### config.mk
export PLATFORM = sky130hd
export DESIGN_NAME = fetch_queue
export DESIGN_NICKNAME = d
export VERILOG_FILES = /design/src/rtl/fetch_pkg.sv /design/src/rtl/fq_fifo.sv /design/src/rtl/fetch_queue.sv
export SDC_FILE = /design/constraint.sdc
export NUM_CORES = 1
export LEC_CHECK = 0
export BUFFER_PORTS_ARGS = -buffer_cell sky130_fd_sc_hd__buf_2
export CAP_MARGIN = 20
export CORE_AREA = 3 3 168 170
export DETAILED_ROUTE_END_ITERATION = 10
export DIE_AREA = 0 0 171 173
export PLACE_DENSITY_LB_ADDON = 0.05
export SLEW_MARGIN = 20
export SYNTH_ARGS = -nofsm -noshare
export SYNTH_HDL_FRONTEND = slang
export SYNTH_SLANG_ARGS = --single-unit
### constraint.sdc
create_clock -name clk -period 10.2 [get_ports clk]
set_clock_uncertainty 0.15 [all_clocks]
set_input_delay 1.02 -clock clk [delete_from_list [all_inputs] [get_ports clk]]
set_output_delay 1.02 -clock clk [all_outputs]
set_load 0.005 [all_outputs]
### src/rtl/fetch_pkg.sv
// Shared types for the fetch front-end: queue entry layout, FSM states and the canonical NOP.
package fetch_pkg;

  typedef struct packed {
    logic [31:0] pc;
    logic [31:0] inst;
  } fetch_entry_t;

  typedef enum logic [1:0] {
    IDLE,
    FETCH,
    FLUSH
  } fq_state_t;

  localparam logic [31:0] NOP_INST = 32'h0000_0013;

endpackage

### src/rtl/fq_fifo.sv
// Synchronous FIFO with flush; used for the decode queue and the in-flight PC list.
module fq_fifo #(
  parameter int unsigned WIDTH = 32,
  parameter int unsigned DEPTH = 4
) (
  input  logic                     clk,
  input  logic                     reset_b,
  input  logic                     push,
  input  logic [WIDTH-1:0]         wdata,
  input  logic                     pop,
  input  logic                     flush,
  output logic [WIDTH-1:0]         rdata,
  output logic                     full,
  output logic                     empty,
  output logic [$clog2(DEPTH):0]   count
);

  localparam int unsigned AW = $clog2(DEPTH);
  localparam logic [AW:0] DepthCnt = (AW+1)'(DEPTH);

  logic [WIDTH-1:0] mem_q [DEPTH];
  logic [AW-1:0]    wr_ptr_q, rd_ptr_q;
  logic [AW:0]      count_q;
  logic             do_push, do_pop;

  assign empty   = (count_q == '0);
  assign full    = (count_q == DepthCnt);
  assign count   = count_q;
  assign rdata   = mem_q[rd_ptr_q];
  assign do_pop  = pop && !empty;
  assign do_push = push && (!full || do_pop);

  always_ff @(posedge clk or posedge reset_b) begin
    if (reset_b) begin
      wr_ptr_q <= '0;
      rd_ptr_q <= '0;
      count_q  <= '0;
    end else if (flush) begin
      wr_ptr_q <= '0;
      rd_ptr_q <= '0;
      count_q  <= '0;
    end else begin
      if (do_push) wr_ptr_q <= wr_ptr_q + 1'b1;
      if (do_pop)  rd_ptr_q <= rd_ptr_q + 1'b1;
      case ({do_push, do_pop})
        2'b10:   count_q <= count_q + 1'b1;
        2'b01:   count_q <= count_q - 1'b1;
        default: count_q <= count_q;
      endcase
    end
  end

  // Storage needs no reset; reads are qualified by empty.
  always_ff @(posedge clk) begin
    if (do_push && !flush) mem_q[wr_ptr_q] <= wdata;
  end

  overflow_a: assert property (@(posedge clk) disable iff (reset_b)
    !(push && full && !pop && !flush));

endmodule

### src/rtl/fetch_queue.sv
// Instruction fetch front-end: owns fetch PC, issues imem requests, buffers responses for decode.
// Optional FETCH_BYPASS_EN presents a response combinationally when the queue is empty.
module fetch_queue
  import fetch_pkg::*;
#(
  parameter int unsigned DEPTH           = 4,
  parameter int unsigned IMEM_ADDR_WIDTH = 10,
  parameter logic [31:0] RESET_PC        = 32'h0
) (
  input  logic                       clk,
  input  logic                       reset_b,
  output logic                       imem_req,
  output logic [IMEM_ADDR_WIDTH-1:0] imem_addr,
  input  logic                       imem_gnt,
  input  logic                       imem_rvalid,
  input  logic [31:0]                imem_rdata,
  input  logic                       redirect_valid,
  input  logic [31:0]                redirect_pc,
  output logic                       out_valid,
  output logic [31:0]                out_pc,
  output logic [31:0]                out_inst,
  input  logic                       out_ready
);

  localparam int unsigned CW = $clog2(DEPTH) + 1;
  localparam logic [CW:0] DepthSum = (CW+1)'(DEPTH);

  fq_state_t    state_q, state_d;
  logic [31:0]  fetch_pc_q, fetch_pc_d;
  logic [CW-1:0] drop_q, drop_d;
  logic [CW-1:0] q_count, infl_count;
  logic         q_full, q_empty, infl_full, infl_empty;
  logic [31:0]  infl_head;
  fetch_entry_t q_head, q_wdata;
  logic         issue, rsp_take, rsp_any, q_push, q_pop;

  // Queue plus in-flight never exceeds DEPTH, so a response always has a slot.
  assign imem_req = (state_q == FETCH) && !redirect_valid && !infl_full && !q_full &&
                    (({1'b0, q_count} + {1'b0, infl_count}) < DepthSum);
  assign imem_addr = fetch_pc_q[IMEM_ADDR_WIDTH+1:2];
  assign issue     = imem_req && imem_gnt;

  assign rsp_take = imem_rvalid && !redirect_valid && (drop_q == '0) && !infl_empty;
  assign rsp_any  = imem_rvalid && ((drop_q != '0) || !infl_empty);
  assign q_wdata  = '{pc: infl_head, inst: imem_rdata};
  assign q_pop    = !q_empty && out_ready && !redirect_valid;

  always_comb begin
    drop_d = drop_q;
    if (redirect_valid) begin
      // Everything still outstanding becomes stale, minus a response landing this cycle.
      drop_d = drop_q + infl_count - {{(CW-1){1'b0}}, rsp_any};
    end else if (imem_rvalid && (drop_q != '0)) begin
      drop_d = drop_q - 1'b1;
    end
  end

  always_comb begin
    state_d    = state_q;
    fetch_pc_d = fetch_pc_q;
    if (issue)          fetch_pc_d = fetch_pc_q + 32'd4;
    if (redirect_valid) fetch_pc_d = redirect_pc & 32'hFFFF_FFFC;
    case (state_q)
      IDLE:    state_d = FETCH;
      FETCH:   if (redirect_valid && (drop_d != '0)) state_d = FLUSH;
      FLUSH:   if (drop_d == '0) state_d = FETCH;
      default: state_d = IDLE;
    endcase
  end

  always_ff @(posedge clk or posedge reset_b) begin
    if (reset_b) begin
      state_q    <= IDLE;
      fetch_pc_q <= RESET_PC;
      drop_q     <= '0;
    end else begin
      state_q    <= state_d;
      fetch_pc_q <= fetch_pc_d;
      drop_q     <= drop_d;
    end
  end

`ifdef FETCH_BYPASS_EN
  logic bypass;
  assign bypass    = rsp_take && q_empty;
  assign q_push    = rsp_take && !(bypass && out_ready);
  assign out_valid = !q_empty || bypass;
  always_comb begin
    out_pc   = '0;
    out_inst = '0;
    if (!q_empty) begin
      out_pc   = q_head.pc;
      out_inst = q_head.inst;
    end else if (bypass) begin
      out_pc   = infl_head;
      out_inst = imem_rdata;
    end
  end
`else
  assign q_push    = rsp_take;
  assign out_valid = !q_empty;
  assign out_pc    = q_empty ? '0 : q_head.pc;
  assign out_inst  = q_empty ? '0 : q_head.inst;
`endif

  fq_fifo #(
    .WIDTH(32),
    .DEPTH(DEPTH)
  ) u_infl_fifo (
    .clk    (clk),
    .reset_b(reset_b),
    .push   (issue),
    .wdata  (fetch_pc_q),
    .pop    (rsp_take),
    .flush  (redirect_valid),
    .rdata  (infl_head),
    .full   (infl_full),
    .empty  (infl_empty),
    .count  (infl_count)
  );

  fq_fifo #(
    .WIDTH($bits(fetch_entry_t)),
    .DEPTH(DEPTH)
  ) u_dec_queue (
    .clk    (clk),
    .reset_b(reset_b),
    .push   (q_push),
    .wdata  (q_wdata),
    .pop    (q_pop),
    .flush  (redirect_valid),
    .rdata  (q_head),
    .full   (q_full),
    .empty  (q_empty),
    .count  (q_count)
  );

endmodule

# Word-level counts from Yosys, hierarchy flattened
# Memories as Yosys holds them, arrays and structs flattened.
# Index checks and enable logic that the tools add are counted.
# totals
regBits	51
mem_bits_rw	384
in_bits	70
output_inout_bits	76
elab_cells	102
memories	2
# mem_list
name	depth	word_bits	rd	rd_ports_with_merged_regs	write_ports	line	text
u_dec_queue.mem_q	4	64	1	0	1	fq_fifo.sv:21	logic [WIDTH-1:0] mem_q [DEPTH];
u_infl_fifo.mem_q	4	32	1	0	1	fq_fifo.sv:21	
# classes
add_sub_neg	13
order_cmp	1
n_eq_ne	10
mux	25
n_reduce_logical	42
# ops
op	n
2-to-1 mux 32 bit	4
adder 32 x 3 -> 32 bit, second input constant	1
2-to-1 mux 2 bit	10
logical AND 1 bit	19
logical NOT 3 bit	4
2-to-1 mux 3 bit	4
case mux 3 bit (2 select lines)	2
nonzero test 3 bit	4
nonzero test 2 bit	5
subtractor 3 x 1 -> 3 bit, second input constant	3
adder 2 x 1 -> 2 bit, second input constant	4
adder 3 x 1 -> 3 bit, second input constant	2
equality test 2 x 1 -> 1 bit, second input constant	3
equality test 2 bit, second input constant	3
equality test 3 bit, second input constant	2
case mux 2 bit (3 select lines)	1
logical NOT 1 bit	5
adder 3 x 3 -> 4 bit	1
< comparator 4 x 3 -> 1 bit, second input constant	1
2-to-1 mux 1 bit	4
adder 3 bit	1
logical OR 1 bit	3
subtractor 3 x 1 -> 3 bit	1
logical NOT 2 bit	1
other kinds (3)	3

# Longest topological paths before layout
# depth
ltp_word	10
depth_mapped	16
depth_no_buf	15

# Hierarchy
# Synthesis repeated with hierarchy kept, for this count alone.
# hier_totals
hier_cells	970
hier_area_um2	17797.1
# modules_own_cells
mod	instances	cells_each	area_per_inst_um2	seq_area_each_um2
fq_fifo (u_dec_queue)	1	399	9793.1	7862.5
fq_fifo (u_infl_fifo)	1	233	5188.7	4018.9
fetch_queue	1	338	2815.2	875.8

# Least setup slack after synthesis
# Ideal clock, no wire load.
# synth_timing
kind	input -> register
start	input imem_rvalid
end	memory u_dec_queue.mem_q[0][0] in the netlist's numbering (enable)
setup_time_ns	0.427
t_arrival_ns	3.353
t_required_ns	9.623
slack_ns	6.271
stages	5
path_buffers	1
cell_sequence	o31ai_1 or2_0 buf_2 a31oi_1 and3_1
# synth_via
elab_chain_len	7
# synth_lines
item	line	text
from (decl)	fetch_queue.sv:15	input logic imem_rvalid,
logical AND 1 bit (3 in a row)	fetch_queue.sv:43	assign rsp_take = imem_rvalid && !redirect_valid && (drop_q == '0) && !infl_empty;
logical AND 1 bit	fq_fifo.sv:31	assign do_push = push && (!full || do_pop);
logical AND 1 bit	fq_fifo.sv:55	if (do_push && !flush) mem_q[wr_ptr_q] <= wdata;
2-to-1 mux 1 bit	fq_fifo.sv:55	
2-to-1 mux 1 bit (implied by the code)	fq_fifo.sv:55	
to (decl)	fq_fifo.sv:21	
# Every way passes these cells.

# Worst setup path in the final report
# layout_timing
start	register u_dec_queue.rd_ptr_q[0]
end	output out_pc[30]
# layout_via
elab_chain_len	2
# layout_lines
item	line	text
from (decl)	fq_fifo.sv:22	logic [AW-1:0] wr_ptr_q, rd_ptr_q;
from (signal assigned)	fq_fifo.sv:44	if (do_pop) rd_ptr_q <= rd_ptr_q + 1'b1;
memory read (4 x 64 bit)	n/a	
2-to-1 mux 32 bit	fetch_queue.sv:102	assign out_pc = q_empty ? '0 : q_head.pc;
to (decl)	fetch_queue.sv:20	output logic [31:0] out_pc,
# Every way passes these cells.

==> flow_metrics.env <==
export IMPL_drtPass1Iterations=5
export IMPL_p_sw_share_pct=22.17
export IMPL_clock_tree_root_cell="clkbuf_16"
export IMPL_die_h_um=173
export IMPL_io_buffers=141
export IMPL_grt_pass1_vias=9083
export IMPL_die_area_um2=29580
export IMPL_ys_warn_count=0
export IMPL_p_leak_nw=6.674
export IMPL_cts_hold_buf=0
export IMPL_num_vias=8803
export IMPL_critPathLaunchType="flip-flop"
export IMPL_status="finished, final reports clean"
export IMPL_syn_inst=934
export IMPL_antennaDiodeCount=0
export IMPL_p_int_mw=2.872
export IMPL_nNetsFinal=1165
export IMPL_crit_family="buffers and inverters"
export IMPL_drive_gt1_share_pct=29.59
export IMPL_coreArea_um2=26880
export IMPL_post_cts_setup_buffers=0
export IMPL_synth_cell_types=63
export IMPL_place_hpwl_mm=18.32
export IMPL_synth_compound_area_share_pct=3.429
export IMPL_path_cells="buf_4 > buf_16 > mux4_2 > and2_1 > buf_2"
export IMPL_critPathArrivalTime_ns=2.75
export IMPL_pwr_share_seq_pct=54.3
export IMPL_ir_worst_vdd_mv=0.1530
export IMPL_cp_required_ns=9.03
export IMPL_fmax_ghz=0.2549
export IMPL_viasPerCell=6.088
export IMPL_fin_util_pct=71.75
export IMPL_synth_edf_count=368
export IMPL_drv_cap=0
export IMPL_critPathBufInv=3
export IMPL_power_density_nw_per_um2=191.4
export IMPL_clock_sinks=417
export IMPL_post_cts_resized=0
export IMPL_synth_adder_area_share_pct=1.524
export IMPL_synth_top_family_by_area="multiplexers"
export IMPL_pre_cts_ws_ns=5.854
export IMPL_worstMarginPinSlew_ns=0.9704
export IMPL_numCtsBuffers=42
export IMPL_switchingPower_mw=0.8182
export IMPL_hold_viol_final=0
export IMPL_place_congestion=0.7895
export IMPL_tns_ns=0
export IMPL_synth_simple_area_share_pct=7.276
export IMPL_grt_max_degree=66
export IMPL_final_max_slew_viol_count=0
export IMPL_final_cells=1446
export IMPL_period_share_pct=38.46
export IMPL_wl_per_cell_um=21.73
export IMPL_ys_flop_type="edfxtp_1"
export IMPL_syn_avg_cell_area_um2=18.28
export IMPL_antenna_left=0
export IMPL_path_max_fanout=36
export IMPL_cp_slowest_stage_delay_ns=0.62
export IMPL_htreeDepth=2
export IMPL_rows=60
export IMPL_postRouteWirelength_mm=31.43
export IMPL_critPathKind="reg2out"
export IMPL_cts_reportedPaths_clkPinSlew_ns=0.06
export IMPL_clk_insertion_delay_late_ns=0.52
export IMPL_relSlewSlack_pct=35.31
export IMPL_cp_slowest_cell="dfrtp_4"
export IMPL_drc_errors=0
export IMPL_cp_end_kind="output pin"
export IMPL_rsz0062_at_grt="false"
export IMPL_antenna_found_initial=0
export IMPL_min_delay_path_class="reg2reg"
export IMPL_drtIter0Drc=549
export IMPL_ys_ff_latch=417
export IMPL_syn_area_um2=17080
export IMPL_die_x_um=171
export IMPL_layout_setup_ws_ns=6.277
export IMPL_synth_mux_area_share_pct=12.63
export IMPL_grt_first_pass_wirelength_mm=49.96
export IMPL_cts_tree="done"
export IMPL_setup_viol=0
export IMPL_synth_async_reset_ratio_pct=11.75
export IMPL_io_pins=146
export IMPL_track_usage_pct=21.71
export IMPL_pwr_share_clk_pct=37.5
export IMPL_comb_power_share_pct=8.1
export IMPL_yosysSeqAreaShare_pct=71.90
export IMPL_initial_utilization_pct=63.53
export IMPL_overflow=0
export IMPL_synth_xor_area_share_pct=0.8500
export IMPL_min_period_ns=3.923
export IMPL_area_growth_pct=12.93
export IMPL_dp_cells=1372
export IMPL_cts_buffer_depth=3
power by group through the flow:
stage	combinational, mW	sequential [mW]	clock, mW
6_report	0.300	2.01	1.39
3_5_place_dp	0.303	2.04	0
5_1_grt	0.338	2.01	1.49
2_1_floorplan	0.226	2.01	0
4_1_cts	0.304	2.01	1.42
3_3_place_gp	0.294	2.03	0
cells in the final DEF (no fill, tap or decap), types with 6 or more instances in the layout:
cell,n
a21oi_1,9
clkbuf_16,43
a221o_1,7
nor2_1,29
nor3_1,10
edfxtp_1,368
ha_1,16
dfrtp_1,45
a31oi_1,9
nand2_1,39
xnor2_1,10
mux4_2,92
nand4_1,10
clkbuf_1,17
buf_4,14
buf_2,141
inv_1,25
or3_1,6
nand3_1,17
o21ai_0,22
clkinv_1,6
or4_1,6
and2_1,66
worst paths after layout:
check,startpoint,endpoint,slack (ns),depth (start not counted)
worst min-delay path,state_q[0],state_q[0],0.37,1
min in group asynchronous,reset_b,u_dec_queue.count[0],0.51,3
max in group asynchronous,reset_b,u_dec_queue.rd_ptr_q[0],8.91,3
worst min register to register,state_q[0],state_q[0],0.37,1
worst max-delay path,u_dec_queue.rd_ptr_q[0],out_pc[30],6.28,5
worst max register to register,u_dec_queue.count[2],u_infl_fifo.mem_q[0][19],6.60,6
per-layer routing:
metal	vias up	GRT usage (%)	part of all wire, %
met2	289	35.81	50
met5	-	0	0
li1	3980	-	-
met1	4491	31.26	42
met4	0	4.930	1.7
met3	43	3.589	6.1
Yosys cell counts (all sizes together) (2+ instances only):
cell type | instances | area share, %
edfxtp | 368 | 65
mux4 | 92 | 12
and2 | 67 | 2.5
dfrtp | 49 | 7.2
nand2 | 39 | 0.86
buf | 31 | 1.2
nor2 | 30 | 0.67
clkbuf | 28 | 0.62
inv | 26 | 0.57
o21ai | 22 | 0.64
nand3 | 19 | 0.62
ha | 16 | 1.2
nand4 | 14 | 0.71
nor3 | 11 | 0.39
xnor2 | 10 | 0.51
a21oi | 9 | 0.26
a31oi | 9 | 0.33
a221o | 7 | 0.41
and3 | 7 | 0.26
nor4 | 7 | 0.47
or3 | 7 | 0.26
or4 | 6 | 0.26
a21o | 5 | 0.22
o311ai | 5 | 0.26
o31ai | 5 | 0.25
mux2 | 4 | 0.26
mux2i | 4 | 0.23
xor2 | 4 | 0.21
fa | 3 | 0.35
o211ai | 3 | 0.13
o31a | 3 | 0.15
a211oi | 2 | 0.088
and4 | 2 | 0.10
nor2b | 2 | 0.073
o22ai | 2 | 0.073
or2 | 2 | 0.073
registers in the layout, summed over array words and instances, names as in the netlist:
name	cells
fetch_pc_q	30
u_dec_queue.wr_ptr_q	2
u_infl_fifo.rd_ptr_q	2
u_infl_fifo.mem_q	120
u_infl_fifo.count	3
u_dec_queue.count	3
state_q	2
u_dec_queue.mem_q	248
u_infl_fifo.wr_ptr_q	2
drop_q	3
u_dec_queue.rd_ptr_q	2
layout make-up:
type	instances	area [µm²]
multi-input combinational	433	4405
fill	1727	7594
clock buffer	60	1140
tap	341	426.7
clock inverter	13	90.09
sequential	417	12280
inverter	26	97.59
timing repair buffer	156	838.3
metrics by stage:
stage          hold WS (ns)  area, µm²  power [mW]
2_1_floorplan        0.3176      17080       2.239
3_3_place_gp         0.3397      18020       2.328
3_5_place_dp         0.3581      18020       2.342
4_1_cts              0.3701      19250       3.726
5_1_grt              0.3728      19280       3.840
6_report             0.3677      19280       3.691
kinds of logic after synthesis:
kind of cell             Yosys count
other                              1
adder cells (fa/ha/maj)           19
XOR/XNOR                          15
AO/OA/AOI/OAI                     82
multiplexers                     100
AND/OR/NAND/NOR                  215
flip-flops                       417
buffers and inverters             85
Power figures use the tool's default switching activity.
